===== config.mk =====
export PLATFORM = sky130hd
export DESIGN_NAME = uart_dbg_bridge
export DESIGN_NICKNAME = d
export VERILOG_FILES = /design/src/rtl/dbg_bridge_pkg.sv /design/src/rtl/dbg_uart_phy.sv /design/src/rtl/uart_dbg_bridge.sv
export SDC_FILE = /design/constraint.sdc
export NUM_CORES = 1
export LEC_CHECK = 0
export ABC_AREA = 1
export CAP_MARGIN = 30
export CORE_ASPECT_RATIO = 0.5
export CORE_MARGIN = 3
export CORE_UTILIZATION = 45
export CTS_CLUSTER_DIAMETER = 30
export DETAILED_ROUTE_END_ITERATION = 8
export DONT_BUFFER_PORTS = 1
export MAX_ROUTING_LAYER = met4
export PLACE_DENSITY = 0.61
export SKIP_CTS_REPAIR_TIMING = 1
export SYNTH_ARGS = -nofsm -noshare
export SYNTH_HDL_FRONTEND = slang
export SYNTH_SLANG_ARGS = --single-unit

===== constraint.sdc =====
create_clock -name clk -period 2.8 [get_ports clk]
set_input_delay 0.56 -clock clk [delete_from_list [all_inputs] [get_ports clk]]
set_output_delay 0.56 -clock clk [all_outputs]
set_load 0.01 [all_outputs]

===== src/rtl/dbg_bridge_pkg.sv =====
// Shared constants and state encodings for the UART debug bridge.
// Holds the host command codes, the response code and the frame/bit-engine FSM encodings.
package dbg_bridge_pkg;

  localparam logic [7:0] CMD_WRITE = 8'hA5;
  localparam logic [7:0] CMD_READ  = 8'h5A;
  localparam logic [7:0] ACK_CODE  = 8'h06;

  typedef enum logic [2:0] {
    ST_IDLE  = 3'd0,
    ST_ADDR  = 3'd1,
    ST_WDATA = 3'd2,
    ST_BUS   = 3'd3,
    ST_RESP  = 3'd4
  } bridge_state_e;

  typedef enum logic [2:0] {
    RX_IDLE  = 3'd0,
    RX_START = 3'd1,
    RX_DATA  = 3'd2,
    RX_STOP  = 3'd3,
    RX_BREAK = 3'd4
  } rx_state_e;

  typedef enum logic {
    TX_IDLE = 1'b0,
    TX_SEND = 1'b1
  } tx_state_e;

  // Little-endian byte lane select of a 32-bit word.
  function automatic logic [7:0] byte_sel(input logic [31:0] word, input logic [1:0] idx);
    return word[{idx, 3'b000} +: 8];
  endfunction

endpackage


===== src/rtl/dbg_uart_phy.sv =====
// 8N1 UART bit engines for the debug bridge: RX byte/valid/stop-error and TX byte/ready.
// TX accepts the next byte on the last cycle of a stop bit so consecutive bytes are gapless.
module dbg_uart_phy
  import dbg_bridge_pkg::*;
#(
  parameter int unsigned BAUD_DIV = 104
) (
  input  logic       clk,
  input  logic       resetn,
  input  logic       ser_rx,
  output logic       ser_tx,
  output logic [7:0] rx_byte,
  output logic       rx_valid,
  output logic       rx_err,
  input  logic [7:0] tx_byte,
  input  logic       tx_valid,
  output logic       tx_ready,
  output logic       tx_done
);

  localparam logic [15:0] FULL_LAST = 16'(BAUD_DIV - 1);
  localparam logic [15:0] HALF_LAST = 16'((BAUD_DIV / 2) - 1);

  logic [1:0]  rx_sync_r;
  rx_state_e   rx_state_r;
  rx_state_e   rx_state_nxt_s;
  logic [15:0] rx_cnt_r;
  logic [2:0]  rx_bit_r;
  logic [7:0]  rx_shift_r;
  logic        rx_valid_r;
  logic        rx_err_r;
  logic        rx_line_s;
  logic        rx_half_hit_s;
  logic        rx_full_hit_s;

  tx_state_e   tx_state_r;
  tx_state_e   tx_state_nxt_s;
  logic [15:0] tx_cnt_r;
  logic [3:0]  tx_bit_r;
  logic [8:0]  tx_shift_r;
  logic        ser_tx_r;
  logic        tx_full_hit_s;
  logic        tx_end_s;
  logic        tx_ready_s;
  logic        tx_load_s;

  assign rx_line_s     = rx_sync_r[1];
  assign rx_half_hit_s = (rx_cnt_r == HALF_LAST);
  assign rx_full_hit_s = (rx_cnt_r == FULL_LAST);

  assign tx_full_hit_s = (tx_cnt_r == FULL_LAST);
  assign tx_end_s      = (tx_state_r == TX_SEND) && tx_full_hit_s && (tx_bit_r == 4'd9);
  assign tx_ready_s    = (tx_state_r == TX_IDLE) || tx_end_s;
  assign tx_load_s     = tx_valid && tx_ready_s;

  assign rx_byte  = rx_shift_r;
  assign rx_valid = rx_valid_r;
  assign rx_err   = rx_err_r;
  assign ser_tx   = ser_tx_r;
  assign tx_ready = tx_ready_s;
  assign tx_done  = tx_end_s;

  // RX line synchroniser and state register.
  always_ff @(posedge clk) begin
    if (!resetn) begin
      rx_sync_r  <= 2'b11;
      rx_state_r <= RX_IDLE;
    end else begin
      rx_sync_r  <= {rx_sync_r[0], ser_rx};
      rx_state_r <= rx_state_nxt_s;
    end
  end

  // RX next-state: a low stop bit parks in RX_BREAK until the line is released.
  always_comb begin
    rx_state_nxt_s = rx_state_r;
    case (rx_state_r)
      RX_IDLE: begin
        if (!rx_line_s) rx_state_nxt_s = RX_START;
        else            rx_state_nxt_s = RX_IDLE;
      end
      RX_START: begin
        if (rx_half_hit_s) rx_state_nxt_s = rx_line_s ? RX_IDLE : RX_DATA;
        else               rx_state_nxt_s = RX_START;
      end
      RX_DATA: begin
        if (rx_full_hit_s && (rx_bit_r == 3'd7)) rx_state_nxt_s = RX_STOP;
        else                                     rx_state_nxt_s = RX_DATA;
      end
      RX_STOP: begin
        if (rx_full_hit_s) rx_state_nxt_s = rx_line_s ? RX_IDLE : RX_BREAK;
        else               rx_state_nxt_s = RX_STOP;
      end
      RX_BREAK: begin
        if (rx_line_s) rx_state_nxt_s = RX_IDLE;
        else           rx_state_nxt_s = RX_BREAK;
      end
      default: rx_state_nxt_s = RX_IDLE;
    endcase
  end

  // RX bit timing, data shift and byte/error strobes.
  always_ff @(posedge clk) begin
    if (!resetn) begin
      rx_cnt_r   <= 16'd0;
      rx_bit_r   <= 3'd0;
      rx_shift_r <= 8'd0;
      rx_valid_r <= 1'b0;
      rx_err_r   <= 1'b0;
    end else begin
      rx_valid_r <= 1'b0;
      rx_err_r   <= 1'b0;
      case (rx_state_r)
        RX_START: rx_cnt_r <= rx_half_hit_s ? 16'd0 : rx_cnt_r + 16'd1;
        RX_DATA: begin
          if (rx_full_hit_s) begin
            rx_cnt_r   <= 16'd0;
            rx_shift_r <= {rx_line_s, rx_shift_r[7:1]};
            rx_bit_r   <= rx_bit_r + 3'd1;
          end else begin
            rx_cnt_r <= rx_cnt_r + 16'd1;
          end
        end
        RX_STOP: begin
          if (rx_full_hit_s) begin
            rx_cnt_r   <= 16'd0;
            rx_valid_r <= rx_line_s;
            rx_err_r   <= !rx_line_s;
          end else begin
            rx_cnt_r <= rx_cnt_r + 16'd1;
          end
        end
        default: begin
          rx_cnt_r <= 16'd0;
          rx_bit_r <= 3'd0;
        end
      endcase
    end
  end

  // TX state register.
  always_ff @(posedge clk) begin
    if (!resetn) tx_state_r <= TX_IDLE;
    else         tx_state_r <= tx_state_nxt_s;
  end

  // TX next-state.
  always_comb begin
    tx_state_nxt_s = tx_state_r;
    case (tx_state_r)
      TX_IDLE: begin
        if (tx_load_s) tx_state_nxt_s = TX_SEND;
        else           tx_state_nxt_s = TX_IDLE;
      end
      TX_SEND: begin
        if (tx_end_s) tx_state_nxt_s = tx_load_s ? TX_SEND : TX_IDLE;
        else          tx_state_nxt_s = TX_SEND;
      end
      default: tx_state_nxt_s = TX_IDLE;
    endcase
  end

  // TX serialiser: start bit on load, then 8 data bits and the stop bit.
  always_ff @(posedge clk) begin
    if (!resetn) begin
      ser_tx_r   <= 1'b1;
      tx_cnt_r   <= 16'd0;
      tx_bit_r   <= 4'd0;
      tx_shift_r <= 9'h1FF;
    end else if (tx_load_s) begin
      ser_tx_r   <= 1'b0;
      tx_cnt_r   <= 16'd0;
      tx_bit_r   <= 4'd0;
      tx_shift_r <= {1'b1, tx_byte};
    end else if (tx_state_r == TX_SEND) begin
      if (tx_full_hit_s) begin
        tx_cnt_r   <= 16'd0;
        tx_bit_r   <= tx_bit_r + 4'd1;
        ser_tx_r   <= tx_end_s ? 1'b1 : tx_shift_r[0];
        tx_shift_r <= {1'b1, tx_shift_r[8:1]};
      end else begin
        tx_cnt_r <= tx_cnt_r + 16'd1;
      end
    end else begin
      ser_tx_r <= 1'b1;
      tx_cnt_r <= 16'd0;
      tx_bit_r <= 4'd0;
    end
  end

endmodule


===== src/rtl/uart_dbg_bridge.sv =====
// UART-to-bus debug bridge: decodes A5 (write) / 5A (read) host frames and issues one bus word access.
// Address and data are assembled little-endian straight into the bus output registers.
module uart_dbg_bridge
  import dbg_bridge_pkg::*;
#(
  parameter int unsigned BAUD_DIV    = 104,
  parameter int unsigned GAP_TIMEOUT = 1_000_000
) (
  input  logic        clk,
  input  logic        resetn,
  input  logic        ser_rx,
  output logic        ser_tx,
  output logic        mem_valid,
  output logic [31:0] mem_addr,
  output logic [31:0] mem_wdata,
  output logic [3:0]  mem_wstrb,
  input  logic [31:0] mem_rdata,
  input  logic        mem_ready,
  output logic        busy,
  output logic        frame_err
);

  localparam logic [31:0] GAP_LIMIT = 32'(GAP_TIMEOUT);

  bridge_state_e state_r;
  bridge_state_e state_nxt_s;
  logic [1:0]    byte_cnt_r;
  logic          is_write_r;
  logic [31:0]   gap_cnt_r;
  logic [31:0]   rdata_r;
  logic [1:0]    resp_idx_r;
  logic          resp_all_r;
  logic          mem_valid_r;
  logic [31:0]   mem_addr_r;
  logic [31:0]   mem_wdata_r;
  logic [3:0]    mem_wstrb_r;
  logic          busy_r;
  logic          frame_err_r;

  logic [7:0]    rx_byte_s;
  logic          rx_valid_s;
  logic          rx_err_s;
  logic [7:0]    tx_byte_s;
  logic          tx_valid_s;
  logic          tx_ready_s;
  logic          tx_done_s;
  logic          in_frame_s;
  logic          gap_hit_s;
  logic          is_cmd_s;

  assign in_frame_s = (state_r == ST_ADDR) || (state_r == ST_WDATA);
  assign gap_hit_s  = in_frame_s && (gap_cnt_r >= GAP_LIMIT);
  assign is_cmd_s   = (rx_byte_s == CMD_WRITE) || (rx_byte_s == CMD_READ);

  assign mem_valid = mem_valid_r;
  assign mem_addr  = mem_addr_r;
  assign mem_wdata = mem_wdata_r;
  assign mem_wstrb = mem_wstrb_r;
  assign busy      = busy_r;
  assign frame_err = frame_err_r;

  dbg_uart_phy #(
    .BAUD_DIV (BAUD_DIV)
  ) u_phy (
    .clk      (clk),
    .resetn   (resetn),
    .ser_rx   (ser_rx),
    .ser_tx   (ser_tx),
    .rx_byte  (rx_byte_s),
    .rx_valid (rx_valid_s),
    .rx_err   (rx_err_s),
    .tx_byte  (tx_byte_s),
    .tx_valid (tx_valid_s),
    .tx_ready (tx_ready_s),
    .tx_done  (tx_done_s)
  );

  // Frame FSM state register.
  always_ff @(posedge clk) begin
    if (!resetn) state_r <= ST_IDLE;
    else         state_r <= state_nxt_s;
  end

  // Frame FSM next-state; RX errors outside a frame never disturb BUS/RESP.
  always_comb begin
    state_nxt_s = state_r;
    case (state_r)
      ST_IDLE: begin
        if (rx_valid_s && is_cmd_s) state_nxt_s = ST_ADDR;
        else                        state_nxt_s = ST_IDLE;
      end
      ST_ADDR: begin
        if (rx_err_s || gap_hit_s)                    state_nxt_s = ST_IDLE;
        else if (rx_valid_s && (byte_cnt_r == 2'd3)) state_nxt_s = is_write_r ? ST_WDATA : ST_BUS;
        else                                          state_nxt_s = ST_ADDR;
      end
      ST_WDATA: begin
        if (rx_err_s || gap_hit_s)                    state_nxt_s = ST_IDLE;
        else if (rx_valid_s && (byte_cnt_r == 2'd3)) state_nxt_s = ST_BUS;
        else                                          state_nxt_s = ST_WDATA;
      end
      ST_BUS: begin
        if (mem_valid_r && mem_ready) state_nxt_s = ST_RESP;
        else                          state_nxt_s = ST_BUS;
      end
      ST_RESP: begin
        if (resp_all_r && tx_done_s) state_nxt_s = ST_IDLE;
        else                         state_nxt_s = ST_RESP;
      end
      default: state_nxt_s = ST_IDLE;
    endcase
  end

  // Response byte offered to the TX engine.
  always_comb begin
    tx_valid_s = 1'b0;
    tx_byte_s  = 8'd0;
    if ((state_r == ST_RESP) && !resp_all_r) begin
      tx_valid_s = 1'b1;
      tx_byte_s  = is_write_r ? ACK_CODE : byte_sel(rdata_r, resp_idx_r);
    end else begin
      tx_valid_s = 1'b0;
      tx_byte_s  = 8'd0;
    end
  end

  // Frame assembly, gap counter, bus handshake and response sequencing.
  always_ff @(posedge clk) begin
    if (!resetn) begin
      byte_cnt_r  <= 2'd0;
      is_write_r  <= 1'b0;
      gap_cnt_r   <= 32'd0;
      rdata_r     <= 32'd0;
      resp_idx_r  <= 2'd0;
      resp_all_r  <= 1'b0;
      mem_valid_r <= 1'b0;
      mem_addr_r  <= 32'd0;
      mem_wdata_r <= 32'd0;
      mem_wstrb_r <= 4'b0000;
      busy_r      <= 1'b0;
      frame_err_r <= 1'b0;
    end else begin
      frame_err_r <= rx_err_s || gap_hit_s;
      busy_r      <= (state_nxt_s != ST_IDLE);
      gap_cnt_r   <= (in_frame_s && !rx_valid_s) ? gap_cnt_r + 32'd1 : 32'd0;

      if ((state_r != ST_BUS) && (state_nxt_s == ST_BUS)) begin
        mem_valid_r <= 1'b1;
        mem_wstrb_r <= is_write_r ? 4'b1111 : 4'b0000;
      end

      case (state_r)
        ST_IDLE: begin
          byte_cnt_r <= 2'd0;
          resp_idx_r <= 2'd0;
          resp_all_r <= 1'b0;
          if (rx_valid_s && is_cmd_s) begin
            is_write_r  <= (rx_byte_s == CMD_WRITE);
            mem_wdata_r <= 32'd0;
          end
        end
        ST_ADDR: begin
          if (rx_valid_s && !gap_hit_s) begin
            mem_addr_r <= {rx_byte_s, mem_addr_r[31:8]};
            byte_cnt_r <= byte_cnt_r + 2'd1;
          end
        end
        ST_WDATA: begin
          if (rx_valid_s && !gap_hit_s) begin
            mem_wdata_r <= {rx_byte_s, mem_wdata_r[31:8]};
            byte_cnt_r  <= byte_cnt_r + 2'd1;
          end
        end
        ST_BUS: begin
          if (mem_valid_r && mem_ready) begin
            mem_valid_r <= 1'b0;
            rdata_r     <= mem_rdata;
          end
        end
        ST_RESP: begin
          if (tx_valid_s && tx_ready_s) begin
            resp_idx_r <= resp_idx_r + 2'd1;
            if (is_write_r || (resp_idx_r == 2'd3)) resp_all_r <= 1'b1;
          end
        end
        default: byte_cnt_r <= 2'd0;
      endcase
    end
  end

endmodule


==> summary.md <==
| Metric | Value |
|---|---|
| Status | `completed` |
| CP max FO | `18` |
| Vias in the first global route | `approximately 7300` |
| Cell area after synthesis | `between 8000 and 9000 um2` |
| Post-Syn Nets | `1225` |
| Tot GR Track Use | `0.201` |
| Yosys warns | `0` |
| Fillers | `1801` |
| Syn avg cell area | `about 7.6 um2` |
| Slew HR | `0.400` |
| Global route overflow | `0` |
| Least-Margin Pin Slew | `around 0.90 ns` |
| Area Growth Syn to Fin | `14.8%` |
| Pwr/cell area | `~690 nW/um2` |
| Hold path cells | `1` |
| Commonest cells after routing, fill and taps aside | `dfxtp_1 (205), nand2_1 (182), nor2_1 (172)` |
| Reg clk slew, reported paths | `roughly 0.050 ns` |
| Share of layout cells above drive strength 1 | `0.111` |
| Number of diodes | `0` |
| Synth Instances | `roughly 1200` |
| Logic pwr share | `0.006` |
| Die H | `106 um` |
| Register area | `a little over 4000 um2` |
| Die Width | `206 um` |
| Die Footprint | `21800 um2` |
| Sink Count | `approximately 210` |
| Io pins | `about 110` |
| CP arrival | `2.83 ns` |
| Worst setup SP type | `flop` |
| First-pass iteration count of the detailed router | `6` |
| Detailed Route WL | `around 21000 um` |
| Async SR Flop Fraction | `0` |
| Sequential share of power | `0.410` |
| Sequential-to-total area share from yosys stat | `0.458` |
| Post-detail-place hpwl | `approximately 15000 um` |
| Number of synthesized flops with an enable pin | `0` |
| Area of the multi-input gates | `between 4000 and 5000 um2` |
| TritonCTS clock tree | `done` |
| Most common cell after layout, fill and taps aside | `dfxtp_1` |
| Final Cycle Share | `0.860` |
| First-pass GRT wire length | `35500 um` |
| Cell Count, Final, Fillers Out | `around 1500` |
| Register-to-Register Path Depth | `11` |
| DRT iter0 DRCs | `between 500 and 600` |
| Residual DRC | `0` |
| Top FF cell, synth | `dfxtp_1` |
| Leakage | `about 3.6 nW` |
| Final hold violation count | `0` |
| FP Rows | `35` |
| Finished Core Util | `0.543` |
| Crit path time final | `roughly 2.4 ns` |
| Unrepaired setup endpoints after global routing | `no` |
| Worst hold path type | `input pin to flop` |
| Clock Path Buffers | `3` |
| Via/cell ratio | `between 5 and 6` |
| Final antenna-violating net count | `0` |
| Via count | `between 7000 and 8000` |
| Hold WS | `0.128 ns` |
| CP Data Required Time | `around 3.2 ns` |
| H-tree levels | `1` |
| Initial antenna violation count | `0` |
| Clock power frac | `0.584` |
| NumNets Final | `roughly 1200` |
| Max IR drop VDD | `0.501 mV` |
| Placed Cells | `1397` |
| Switching part of the total | `0.197` |
| Clock root buffer | `clkbuf_16` |
| P_sw | `between 1 and 1.5 mW` |
| Total power draw | `between 7 and 8 mW` |
| Final setup viols | `0` |
| Largest net degree at the start of global routing | `60` |
| Final setup TNS | `0 ns` |
| Placer congestion estimate | `0.869` |
| Library cells used by synthesis | `45` |
| Fmax | `415 MHz` |
| CP endpoint kind | `flop` |
| Starting Density | `0.473` |
| Worst Clk Skew | `between 0.01 and 0.015 ns` |
| Pins Over Slew Limit | `0` |
| Max-cap viol count | `0` |
| Seq cells post-synth | `205` |
| WS Path Type | `flop to flop` |
| CTS Buf Count | `30` |
| Worst-Skew Late Latency | `between 0.5 and 0.6 ns` |
| Drt wl/cell | `roughly 15 um` |
| PortBufs | `0` |
| Core area | `19000 um2` |
| Cell Int Power | `between 5 and 6 mW` |
## per-layer routing
| layer | track usage | share of wire |
|---|---|---|
| met1 | 0.284 | 0.51 |
| met2 | 0.298 | 0.43 |
| met3 | 0.0392 | 0.045 |
| met4 | 0.0438 | 0.015 |
| met5 | - | 0 |
## path summary, 6_finish.rpt
path                                         start                  end  slack, ns
worst max-delay path             u_phy.tx_cnt_r[0]  u_phy.tx_shift_r[7]       0.39
worst min-delay path                        resetn         u_phy.ser_tx       0.13
worst max register to register   u_phy.tx_cnt_r[0]  u_phy.tx_shift_r[7]       0.39
worst min register to register  u_phy.rx_sync_r[0]   u_phy.rx_sync_r[1]       0.42
## cell usage after synthesis, types with 2 or more instances
cell | n | area share
a21oi_1 | 98 | 0.055
o22ai_1 | 2 | 0.0014
inv_1 | 113 | 0.047
nor3_1 | 29 | 0.016
ha_1 | 10 | 0.014
o211ai_1 | 9 | 0.0075
or2_2 | 4 | 0.0028
clkbuf_1 | 32 | 0.013
o21ai_0 | 78 | 0.044
a211oi_1 | 7 | 0.0059
nand2_2 | 2 | 0.0014
nor4_1 | 8 | 0.0056
inv_2 | 10 | 0.0042
nand2_1 | 182 | 0.076
o21a_1 | 7 | 0.0059
nor2_1 | 172 | 0.072
dfxtp_1 | 205 | 0.46
nor2_2 | 5 | 0.0035
xnor2_1 | 4 | 0.0039
nor3b_1 | 10 | 0.0084
xor2_1 | 12 | 0.012
nand4_1 | 20 | 0.014
nor4_2 | 2 | 0.0028
buf_2 | 11 | 0.0061
nor3_2 | 9 | 0.010
buf_4 | 10 | 0.0084
a31oi_1 | 2 | 0.0014
nand3_1 | 81 | 0.045
a211oi_2 | 29 | 0.040
## registers in the layout (all words and copies together) (netlist names), 2 cells and up
register          count
u_phy.tx_bit_r        4
mem_wdata            32
u_phy.rx_state_r      3
gap_cnt_r            32
mem_addr             32
byte_cnt_r            2
u_phy.rx_cnt_r       16
resp_idx_r            2
u_phy.rx_sync_r       2
u_phy.tx_shift_r      8
state_r               3
u_phy.rx_bit_r        3
u_phy.tx_cnt_r       16
rdata_r              32
u_phy.rx_byte         8
## power by group through the flow
stage / Clock, mW / Sequential (mW) / Combinational, mW
6_report: 4.16 / 2.92 / 0.0452
5_1_grt: 4.39 / 2.92 / 0.0506
4_1_cts: 4.24 / 2.92 / 0.0456
3_5_place_dp: 0 / 2.99 / 0.0455
3_3_place_gp: 0 / 2.99 / 0.0439
2_1_floorplan: 0 / 2.99 / 0.0434
## critical path: stages, from the launching register on
cell and delay [ns]:
dfxtp_1 0.33, ha_1 0.24, nand3_1 0.09, nor2_1 0.06, nand4_1 0.12, nand2_1 0.11
inv_1 0.11, nor2_4 0.09, o22ai_1 0.69, inv_1 0.19, o21ai_0 0.19, nand2_1 0.07
## per-stage QoR
| step | cell area [um2] | setup WS, ns |
|---|---|---|
| floorplan | 8970 | 0.956 |
| detailed placement | 9160 | 0.457 |
| finish | 10300 | 0.391 |
| global placement | 9160 | 0.613 |
| CTS | 10300 | 0.414 |
| global route | 10300 | 0.157 |
## cells by family (layout without fill, tap and decap cells)
kind of cell | Yosys count | count (layout) | synth area share
flip-flops | 205 | 205 | 0.458
AND/OR/NAND/NOR | 530 | 530 | 0.263
buffers and inverters | 178 | 193 | 0.0802
AO/OA/AOI/OAI | 240 | 240 | 0.169
adder cells (fa/ha/maj) | 10 | 10 | 0.0140
XOR/XNOR | 16 | 16 | 0.0156
## cell type report
type / count / share of cell area
tap: 259 / 0.0315
sequential: 205 / 0.398
clock buffer: 38 / 0.0827
timing repair buffer: 13 / 0.0107
inverter: 124 / 0.0452
clock inverter: 18 / 0.0277
multi-input combinational: 796 / 0.404
Power figures use the tool's default switching activity.
